<file path="config.mk">
export PLATFORM = sky130hd
export DESIGN_NAME = i2c_master_rx
export DESIGN_NICKNAME = d
export VERILOG_FILES = /design/src/rtl/i2c_master_rx.sv
export SDC_FILE = /design/constraint.sdc
export NUM_CORES = 1
export LEC_CHECK = 0
export BUFFER_PORTS_ARGS = -buffer_cell sky130_fd_sc_hd__buf_2
export CELL_PAD_IN_SITES_DETAIL_PLACEMENT = 1
export CELL_PAD_IN_SITES_GLOBAL_PLACEMENT = 1
export CORE_MARGIN = 2
export CORE_UTILIZATION = 25
export CTS_BUF_LIST = sky130_fd_sc_hd__clkbuf_8 sky130_fd_sc_hd__clkbuf_16
export DETAILED_ROUTE_END_ITERATION = 8
export GPL_TIMING_DRIVEN = 0
export HOLD_SLACK_MARGIN = 0.03
export PLACE_DENSITY_LB_ADDON = 0.1
export SYNTH_ARGS = -nofsm -noshare
export SYNTH_HDL_FRONTEND = slang
export SYNTH_SLANG_ARGS = --single-unit
</file>
<file path="constraint.sdc">
create_clock -name clk -period 4 [get_ports clk]
set_clock_uncertainty 0.1 [all_clocks]
set_input_delay 0 -clock clk [delete_from_list [all_inputs] [get_ports clk]]
set_output_delay 0 -clock clk [all_outputs]
set_load 0.01 [all_outputs]
</file>
<file path="src/rtl/i2c_master_rx.sv">
// I2C read master: START, address+R, ACK check, N data bytes with master ACK/NACK, STOP.
// Optional SCL clock stretching is compiled in with I2C_MASTER_CLK_STRETCH_EN.
module i2c_master_rx #(
    parameter int SCL_PERIOD = 10
) (
    input  logic       clk,
    input  logic       n_rst,
    input  logic       start_req,
    input  logic [6:0] slave_addr,
    input  logic [3:0] num_bytes,
    input  logic       sda_in,
    input  logic       scl_in,
    output logic       scl,
    output logic       sda_out,
    output logic [7:0] rx_data,
    output logic       rx_valid,
    output logic       busy,
    output logic       nack_err
);
    // state  | meaning
    // IDLE   | bus released, waiting for start_req
    // START  | SDA falls while SCL high
    // ADDR   | shift out {slave_addr, 1'b1}
    // AACK   | sample slave address acknowledge
    // DATA   | shift in one byte
    // MACK   | master ACK (more bytes) or NACK (last byte)
    // STOP   | SDA rises while SCL high
    typedef enum logic [2:0] {
        S_IDLE, S_START, S_ADDR, S_AACK, S_DATA, S_MACK, S_STOP
    } state_t;

    localparam int PW = $clog2(SCL_PERIOD);
    localparam logic [PW-1:0] Q1_PRE = PW'(SCL_PERIOD / 4 - 1);
    localparam logic [PW-1:0] H      = PW'(SCL_PERIOD / 2);
    localparam logic [PW-1:0] H_PRE  = PW'(SCL_PERIOD / 2 - 1);
    localparam logic [PW-1:0] Q3     = PW'(3 * SCL_PERIOD / 4);
    localparam logic [PW-1:0] Q3_PRE = PW'(3 * SCL_PERIOD / 4 - 1);
    localparam logic [PW-1:0] LAST   = PW'(SCL_PERIOD - 1);

    state_t        state, state_nxt;
    logic [PW-1:0] phase, phase_nxt;
    logic [2:0]    bit_cnt;
    logic [3:0]    byte_cnt;
    logic [7:0]    addr_sh;
    logic [6:0]    rx_sh;
    logic          sda_q;
    logic          ack_bit;
    logic          hold;

`ifdef I2C_MASTER_CLK_STRETCH_EN
    assign hold = (state != S_IDLE) && (phase == H) && !scl_in;
`else
    logic scl_in_unused;
    assign scl_in_unused = scl_in;
    assign hold = 1'b0;
`endif

    always_ff @(posedge clk) begin
        if (!n_rst) begin
            state <= S_IDLE;
            phase <= '0;
        end else begin
            state <= state_nxt;
            phase <= phase_nxt;
        end
    end

    always_comb begin
        state_nxt = state;
        phase_nxt = phase;
        if (state == S_IDLE) begin
            phase_nxt = '0;
            if (start_req) state_nxt = S_START;
        end else begin
            if (hold)               phase_nxt = phase;
            else if (phase == LAST) phase_nxt = '0;
            else                    phase_nxt = phase + 1'b1;
            if (phase == LAST) begin
                case (state)
                    S_START: state_nxt = S_ADDR;
                    S_ADDR:  if (bit_cnt == 3'd7) state_nxt = S_AACK;
                    S_AACK:  state_nxt = (ack_bit || byte_cnt == 4'd0) ? S_STOP : S_DATA;
                    S_DATA:  if (bit_cnt == 3'd7) state_nxt = S_MACK;
                    S_MACK:  state_nxt = (byte_cnt == 4'd1) ? S_STOP : S_DATA;
                    S_STOP:  state_nxt = S_IDLE;
                    default: state_nxt = S_IDLE;
                endcase
            end
        end
    end

    // SDA is loaded one cycle early so it is visible exactly at Q1 (or H for START)
    always_ff @(posedge clk) begin
        if (!n_rst) begin
            bit_cnt  <= '0;
            byte_cnt <= '0;
            addr_sh  <= '0;
            rx_sh    <= '0;
            sda_q    <= 1'b1;
            ack_bit  <= 1'b1;
            rx_data  <= 8'h00;
            rx_valid <= 1'b0;
            nack_err <= 1'b0;
        end else begin
            rx_valid <= 1'b0;
            nack_err <= 1'b0;
            case (state)
                S_IDLE: begin
                    if (start_req) begin
                        addr_sh  <= {slave_addr, 1'b1};
                        byte_cnt <= num_bytes;
                        bit_cnt  <= '0;
                    end
                end
                S_START: begin
                    if (phase == H_PRE) sda_q <= 1'b0;
                end
                S_ADDR: begin
                    if (phase == Q1_PRE) begin
                        sda_q   <= addr_sh[7];
                        addr_sh <= {addr_sh[6:0], 1'b0};
                    end
                    if (phase == LAST) bit_cnt <= bit_cnt + 3'd1;
                end
                S_AACK: begin
                    if (phase == Q1_PRE) sda_q <= 1'b1;
                    if (phase == Q3) begin
                        ack_bit  <= sda_in;
                        nack_err <= sda_in;
                    end
                end
                S_DATA: begin
                    if (phase == Q1_PRE) sda_q <= 1'b1;
                    if (phase == Q3) begin
                        rx_sh <= {rx_sh[5:0], sda_in};
                        if (bit_cnt == 3'd7) begin
                            rx_data  <= {rx_sh, sda_in};
                            rx_valid <= 1'b1;
                        end
                    end
                    if (phase == LAST) bit_cnt <= bit_cnt + 3'd1;
                end
                S_MACK: begin
                    if (phase == Q1_PRE) sda_q <= (byte_cnt == 4'd1);
                    if (phase == LAST) byte_cnt <= byte_cnt - 4'd1;
                end
                S_STOP: begin
                    if (phase == Q1_PRE) sda_q <= 1'b0;
                    if (phase == Q3_PRE) sda_q <= 1'b1;
                end
                default: ;
            endcase
        end
    end

    assign scl     = (state == S_IDLE || state == S_START) ? 1'b1 : (phase >= H);
    assign sda_out = sda_q;
    assign busy    = (state != S_IDLE);

endmodule
</file>
==> results of run 1 <==
==> sequential cells by signal, summed over array words and instances (netlist names) <==
register / cells
sda_out: 1
nack_err: 1
rx_valid: 1
byte_cnt: 4
bit_cnt: 3
phase: 4
addr_sh: 8
rx_sh: 7
state: 3
rx_data: 8
ack_bit: 1
==> layer usage <==
| metal | GRT usage | part of all wire |
|---|---|---|
| met3 | 0.02729 | 0.033 |
| met1 | 0.1725 | 0.49 |
| met5 | 0 | 0 |
| met2 | 0.2280 | 0.47 |
| met4 | 0.03986 | 0.013 |
==> cell families (layout without fill, tap and decap cells) <==
group | Yosys count | count (layout) | synth area share
buffers and inverters | 23 | 71 | 0.04991
adders and majority gates | 10 | 10 | 0.06161
muxes | 23 | 23 | 0.1134
and+or+nand+nor | 71 | 71 | 0.1953
AOI/OAI and AO/OA | 48 | 48 | 0.1627
DFF | 41 | 41 | 0.4042
xor gates and xnor gates | 3 | 3 | 0.01294
==> worst paths after layout <==
kind,depth (start not counted),end,slack [ps]
max reg2reg,6,ack_bit,1890
min,5,addr_sh[2],110
max,6,ack_bit,1890
min reg2reg,1,bit_cnt[0],360
==> stage by stage <==
stage	hold slack, ps	cell area [sq um]	utilization
3_3_place_gp	180.9	2293	0.2938
4_1_cts	111.5	2515	0.3221
5_1_grt	152.0	2515	0.3221
6_report	105.7	2515	0.3221
3_5_place_dp	180.6	2293	0.2938
2_1_floorplan	-38.06	2031	-
==> power by group <==
part	switching, W	internal, W
Combinational	0.0000480	0.0000379
Clock	0.000150	0.000119
Sequential	0.00000791	0.000420
Total	0.000206	0.000577
==> Yosys cell counts, types with 4 or more instances <==
| cell type | n |
|---|---|
| a211oi_1 | 9 |
| a21oi_1 | 9 |
| a31oi_1 | 4 |
| buf_2 | 6 |
| clkbuf_1 | 5 |
| dfxtp_1 | 41 |
| ha_1 | 10 |
| inv_1 | 10 |
| mux2i_1 | 23 |
| nand2_1 | 7 |
| nor2_1 | 32 |
| nor3_1 | 4 |
| o21ai_0 | 9 |
| o31ai_1 | 4 |
==> critical path: stages (launching register included) <==
cell and delay, ps:
dfxtp_1 420, ha_1 220, and3b_2 220, and3_1 210
mux2i_1 210, nand2_1 70, dlygate4sd3_1 550
==> final cells by class <==
cell class / instances / share of cell area
Clock inverter: 2 / 0.004975
Timing Repair Buffer: 41 / 0.1095
Tap cell: 102 / 0.05075
Buffer: 12 / 0.02388
Clock buffer: 5 / 0.02736
Multi-Input combinational cell: 155 / 0.4408
Inverter: 11 / 0.01642
Sequential cell: 41 / 0.3264
==> repair_timing <==
action	in CTS	in global routing
hold endpoints to repair	18	0
hold buffers	14	0
setup endpoints to repair	0	0
==> results.sh, run 1 <==
export IMPL_status="completed"
export IMPL_crit_arrival_ps=2200
export IMPL_die_w_um=94.13
export IMPL_yosysSeqAreaShare=0.4042
export IMPL_clk_latency_ps=300
export IMPL_synthArstFlopShare=0
export IMPL_grt_total_usage=0.1348
export IMPL_start_util=0.2601
export IMPL_syn2layout_area_growth_pct=23.84
export IMPL_cts_buffers=5
export IMPL_wl_per_cell_um=14.64
export IMPL_mostFrequentLayoutCell="dfxtp_1"
export IMPL_multi_input_area_sq_um=1109
export IMPL_slew_viol_final=0
export IMPL_seqCellArea_sq_um=820.8
export IMPL_dp_cells=348
export IMPL_synth_nets=245
export IMPL_final_hold_viol_count=0
export IMPL_grt_pass1_vias=1835
export IMPL_post_route_period_util=0.5270
export IMPL_p_leak_nw=1.109
export IMPL_rows=32
export IMPL_die_y_um=94.13
export IMPL_clockBufferDepth=2
export IMPL_routabilityCongestion=0.7357
export IMPL_min_from="start_req"
export IMPL_final_cell_mix="41 x dfxtp_1, 33 x buf_2, 32 x nor2_1, 23 x mux2i_1, 14 x dlygate4sd3_1"
export IMPL_postSynthAreaPerCell_sq_um=9.273
export IMPL_cp_max_fo=5
export IMPL_ys_flop_type="dfxtp_1"
export IMPL_ant_nets=0
export IMPL_syn_inst=219
export IMPL_antennaDiodeCount=0
export IMPL_worst_slew_pin_slew_ps=527.5
export IMPL_place_ws_ps=1902
export IMPL_hold_path_class="in2reg"
export IMPL_grt_overflow_total=0
export IMPL_period_minus_slack_ps=2108
export IMPL_core_area_sq_um=7807
export IMPL_synthDistinctLibCells=49
export IMPL_grt_pass1_wl_um=9259
export IMPL_slew_headroom=0.6472
export IMPL_synth_edf_count=0
export IMPL_setup_viol=0
export IMPL_grt_max_degree=13
export IMPL_drv_cap=0
export IMPL_fillers=944
export IMPL_yosysTopAreaCellShare=0.4042
export IMPL_fmax_mhz=474.4
export IMPL_cts_tree="built"
export IMPL_instances_no_fill=369
export IMPL_vias_per_cell=4.691
export IMPL_yosys_warnings=0
export IMPL_tns_ps=0
export IMPL_cp_data_required_time_ps=4090
export IMPL_io_pins=29
export IMPL_cts_sinks=41
export IMPL_startpoint_type="register"
export IMPL_postCtsSetupRepairBufs=0
export IMPL_vias=1731
export IMPL_hpwl_um=3814
export IMPL_finalWorstSetupSlack_ps=1892
export IMPL_p_total_w=0.0007829
export IMPL_drt_pass1_iter_count=4
export IMPL_cts_root_buf="clkbuf_8"
export IMPL_antenna_found_initial=0
export IMPL_totalWireLength_um=5401
export IMPL_port_buffers=27
export IMPL_drc=0
export IMPL_synth_area_leaders="dfxtp_1 40%, mux2i_1 11%, ha_1 6.2%"
export IMPL_nets=293
export IMPL_r2r_start="phase[0]"
export IMPL_end_kind="register"
export IMPL_vdd_drop_max_mv=0.1320
export IMPL_drt_iter0_markers=62
export IMPL_drive_gt1_frac=0.1873
export IMPL_cp_startpoint="phase[0]"
export IMPL_rsz0062_at_grt="no"
export IMPL_synth_top_area_cell="dfxtp_1"
export IMPL_criticalPathCategory="reg2reg"
export IMPL_post_cts_resized=0
export IMPL_htreeDepth=2
export IMPL_syn_area_sq_um=2031
export IMPL_dieArea_sq_um=8860
export IMPL_clkTransAtPathRegs_ps=80
export IMPL_power_density_nw_per_um2=311.3
export IMPL_ys_seq_elements=41
No activity file was read; power rests on OpenSTA's default activity.
==> inputs of run 2 (changes only) <==
==> constraint.sdc (replaced) <==
create_clock -name clk -period 1.7 [get_ports clk]
set_clock_uncertainty 0.1 [all_clocks]
set_input_delay 0 -clock clk [delete_from_list [all_inputs] [get_ports clk]]
set_output_delay 0 -clock clk [all_outputs]
set_load 0.01 [all_outputs]
==> run 2 against run 1 <==
- the run now ends with setup timing left
- sequential share of layout area down 2.5 points
- flip-flop and latch count unchanged
- sequential power grew 140%
- critical path depth is the same
- via count up 4.2%
- final cell count rose by 2.7%
- clock power is 140% higher
- first-iteration DRC count shrank 19%
- critical path type unchanged
==> results.sh, run 2 (same netlist as run 1, synthesis figures left out) <==
export IMPL_status="finished, violations left"
export IMPL_violations="setup timing"
export IMPL_drc=0
export IMPL_die_y_um=94.13
export IMPL_ant_nets=0
export IMPL_drive_gt1_frac=0.3069
export IMPL_setup_viol=1
export IMPL_mostFrequentLayoutCell="dfxtp_1"
export IMPL_die_w_um=94.13
export IMPL_drv_cap=0
export IMPL_p_total_w=0.001901
export IMPL_final_hold_viol_count=0
export IMPL_syn2layout_area_growth_pct=35.24
export IMPL_grt_pass1_vias=1815
export IMPL_grt_max_degree=13
export IMPL_routabilityCongestion=0.7160
export IMPL_nets=303
export IMPL_drt_iter0_markers=50
export IMPL_cp_startpoint="phase[1]"
export IMPL_antenna_found_initial=0
export IMPL_tns_ps=-1.949
export IMPL_rows=32
export IMPL_rsz0062_at_grt="yes"
export IMPL_pwr_share_clk=0.338
export IMPL_hold_path_class="in2reg"
export IMPL_vias_per_cell=4.757
export IMPL_p_int_w=0.001388
export IMPL_r2r_cells=6
export IMPL_clockBufferDepth=2
export IMPL_rrSetupSlack_ps=-2
export IMPL_p_leak_nw=1.165
export IMPL_grt_overflow_total=0
export IMPL_startpoint_type="register"
export IMPL_vdd_drop_max_mv=0.2541
export IMPL_grt_busiest_layer="met2"
export IMPL_dp_cells=348
export IMPL_cp_endpoint="byte_cnt[0]"
export IMPL_worst_slew_pin_slew_ps=534.1
export IMPL_gr_usage_met1=0.1687
export IMPL_fmax_mhz=587.6
export IMPL_grt_total_usage=0.1326
export IMPL_vias=1803
export IMPL_final_cell_mix="37 x dfxtp_1, 31 x nor2_1, 27 x buf_2, 21 x mux2i_1, 13 x dlygate4sd3_1"
export IMPL_port_buffers=27
export IMPL_slew_viol_final=0
export IMPL_p_seq_frac=0.531
export IMPL_cts_tree="built"
export IMPL_antennaDiodeCount=0
export IMPL_cts_root_buf="clkbuf_8"
export IMPL_htreeDepth=2
export IMPL_core_area_sq_um=7807
export IMPL_p_sw_w=0.0005125
export IMPL_clk_latency_ps=300
export IMPL_cp_max_fo=5
export IMPL_global_route_usage_met3=0.02889
export IMPL_cp_data_required_time_ps=1820
export IMPL_power_density_nw_per_um2=692.2
export IMPL_wl_per_cell_um=14.83
export IMPL_cts_sinks=41
export IMPL_r2r_start="phase[1]"
export IMPL_slew_headroom=0.6428
export IMPL_instances_no_fill=379
export IMPL_drt_pass1_iter_count=4
export IMPL_hpwl_um=3787
export IMPL_post_route_period_util=1.001
export IMPL_cts_buffers=5
export IMPL_combPwrFrac=0.131
export IMPL_period_minus_slack_ps=1702
export IMPL_reg_largest_list="addr_sh (8), rx_data (8), rx_sh (7)"
export IMPL_criticalPathCategory="reg2reg"
export IMPL_crit_arrival_ps=1820
export IMPL_clkTransAtPathRegs_ps=90
export IMPL_end_kind="register"
export IMPL_regToRegEndpoint="byte_cnt[0]"
export IMPL_fillers=925
export IMPL_use_met2=0.2238
export IMPL_place_ws_ps=-311.9
export IMPL_totalWireLength_um=5621
export IMPL_finalWorstSetupSlack_ps=-1.949
export IMPL_start_util=0.2601
export IMPL_dieArea_sq_um=8860
export IMPL_grt_pass1_wl_um=8983
export IMPL_fin_util=0.3518
export IMPL_io_pins=29
export IMPL_switching_share=0.2696
==> run 2: layout make-up <==
type	instances	area (sq um)	area share
clock inverters	2	12.51	0.004556
inverters	11	41.29	0.01503
plain buffers	12	90.09	0.03280
clock buffers	5	68.82	0.02506
flip-flops and latches	41	828.3	0.3016
repair buffers	51	355.3	0.1294
multi-input cells	155	1222	0.4451
well taps	102	127.6	0.04647
==> run 2: power groups by stage <==
| stage | sequential [W] | combinational (W) | clock, W |
|---|---|---|---|
| final | 0.00101 | 0.000249 | 0.000642 |
| after global routing | 0.00101 | 0.000280 | 0.000707 |
| after CTS | 0.00101 | 0.000241 | 0.000666 |
| after detailed placement | 0.00103 | 0.000187 | 0 |
| after global placement | 0.00103 | 0.000185 | 0 |
| after floorplan | 0.00103 | 0.000123 | 0 |
==> run 2: routing by layer <==
metal / vias to the layer above / share of wire
met1: 873 / 0.48
li1: 902 / -
met3: 4 / 0.025
met2: 24 / 0.49
met5: - / 0
met4: 0 / 0.010
==> run 2: worst min-delay path by stage <==
| stage | slack [ps] | from | endpoint | cells after the start |
|---|---|---|---|---|
| 6_report | 160 | start_req | byte_cnt[0] | 4 |
| 5_1_grt | 230 | start_req | addr_sh[2] | 6 |
| 4_1_cts | 150 | start_req | byte_cnt[0] | 4 |
| 3_5_place_dp | 190 | n_rst | ack_bit | 2 |
| 2_1_floorplan | -40 | n_rst | ack_bit | 1 |
| 3_3_place_gp | 190 | sda_in | ack_bit | 3 |
==> run 2: stage by stage <==
stage	cell area [sq um]	hold WS (ps)
after floorplan	2044	-38.06
after global placement	2307	186.5
after detailed placement	2307	191.3
after CTS	2631	146.8
after global routing	2746	234.0
final	2746	158.6
==> run 2: what timing repair did <==
item,4_1_cts,5_1_grt
pin swaps,4,7
setup buffers,7,3
endpoints found under the hold margin,18,0
hold buffers,13,0
endpoints found under the setup margin,31,29
gates cloned,0,1
resized for setup,17,25
==> run 2: worst max-delay path: stages (launching register included) <==
cell and delay [ps]:
dfxtp_2 340, inv_2 90, ha_4 180, nand3b_4 90
o22a_4 260, or4_4 410, a31oi_1 160
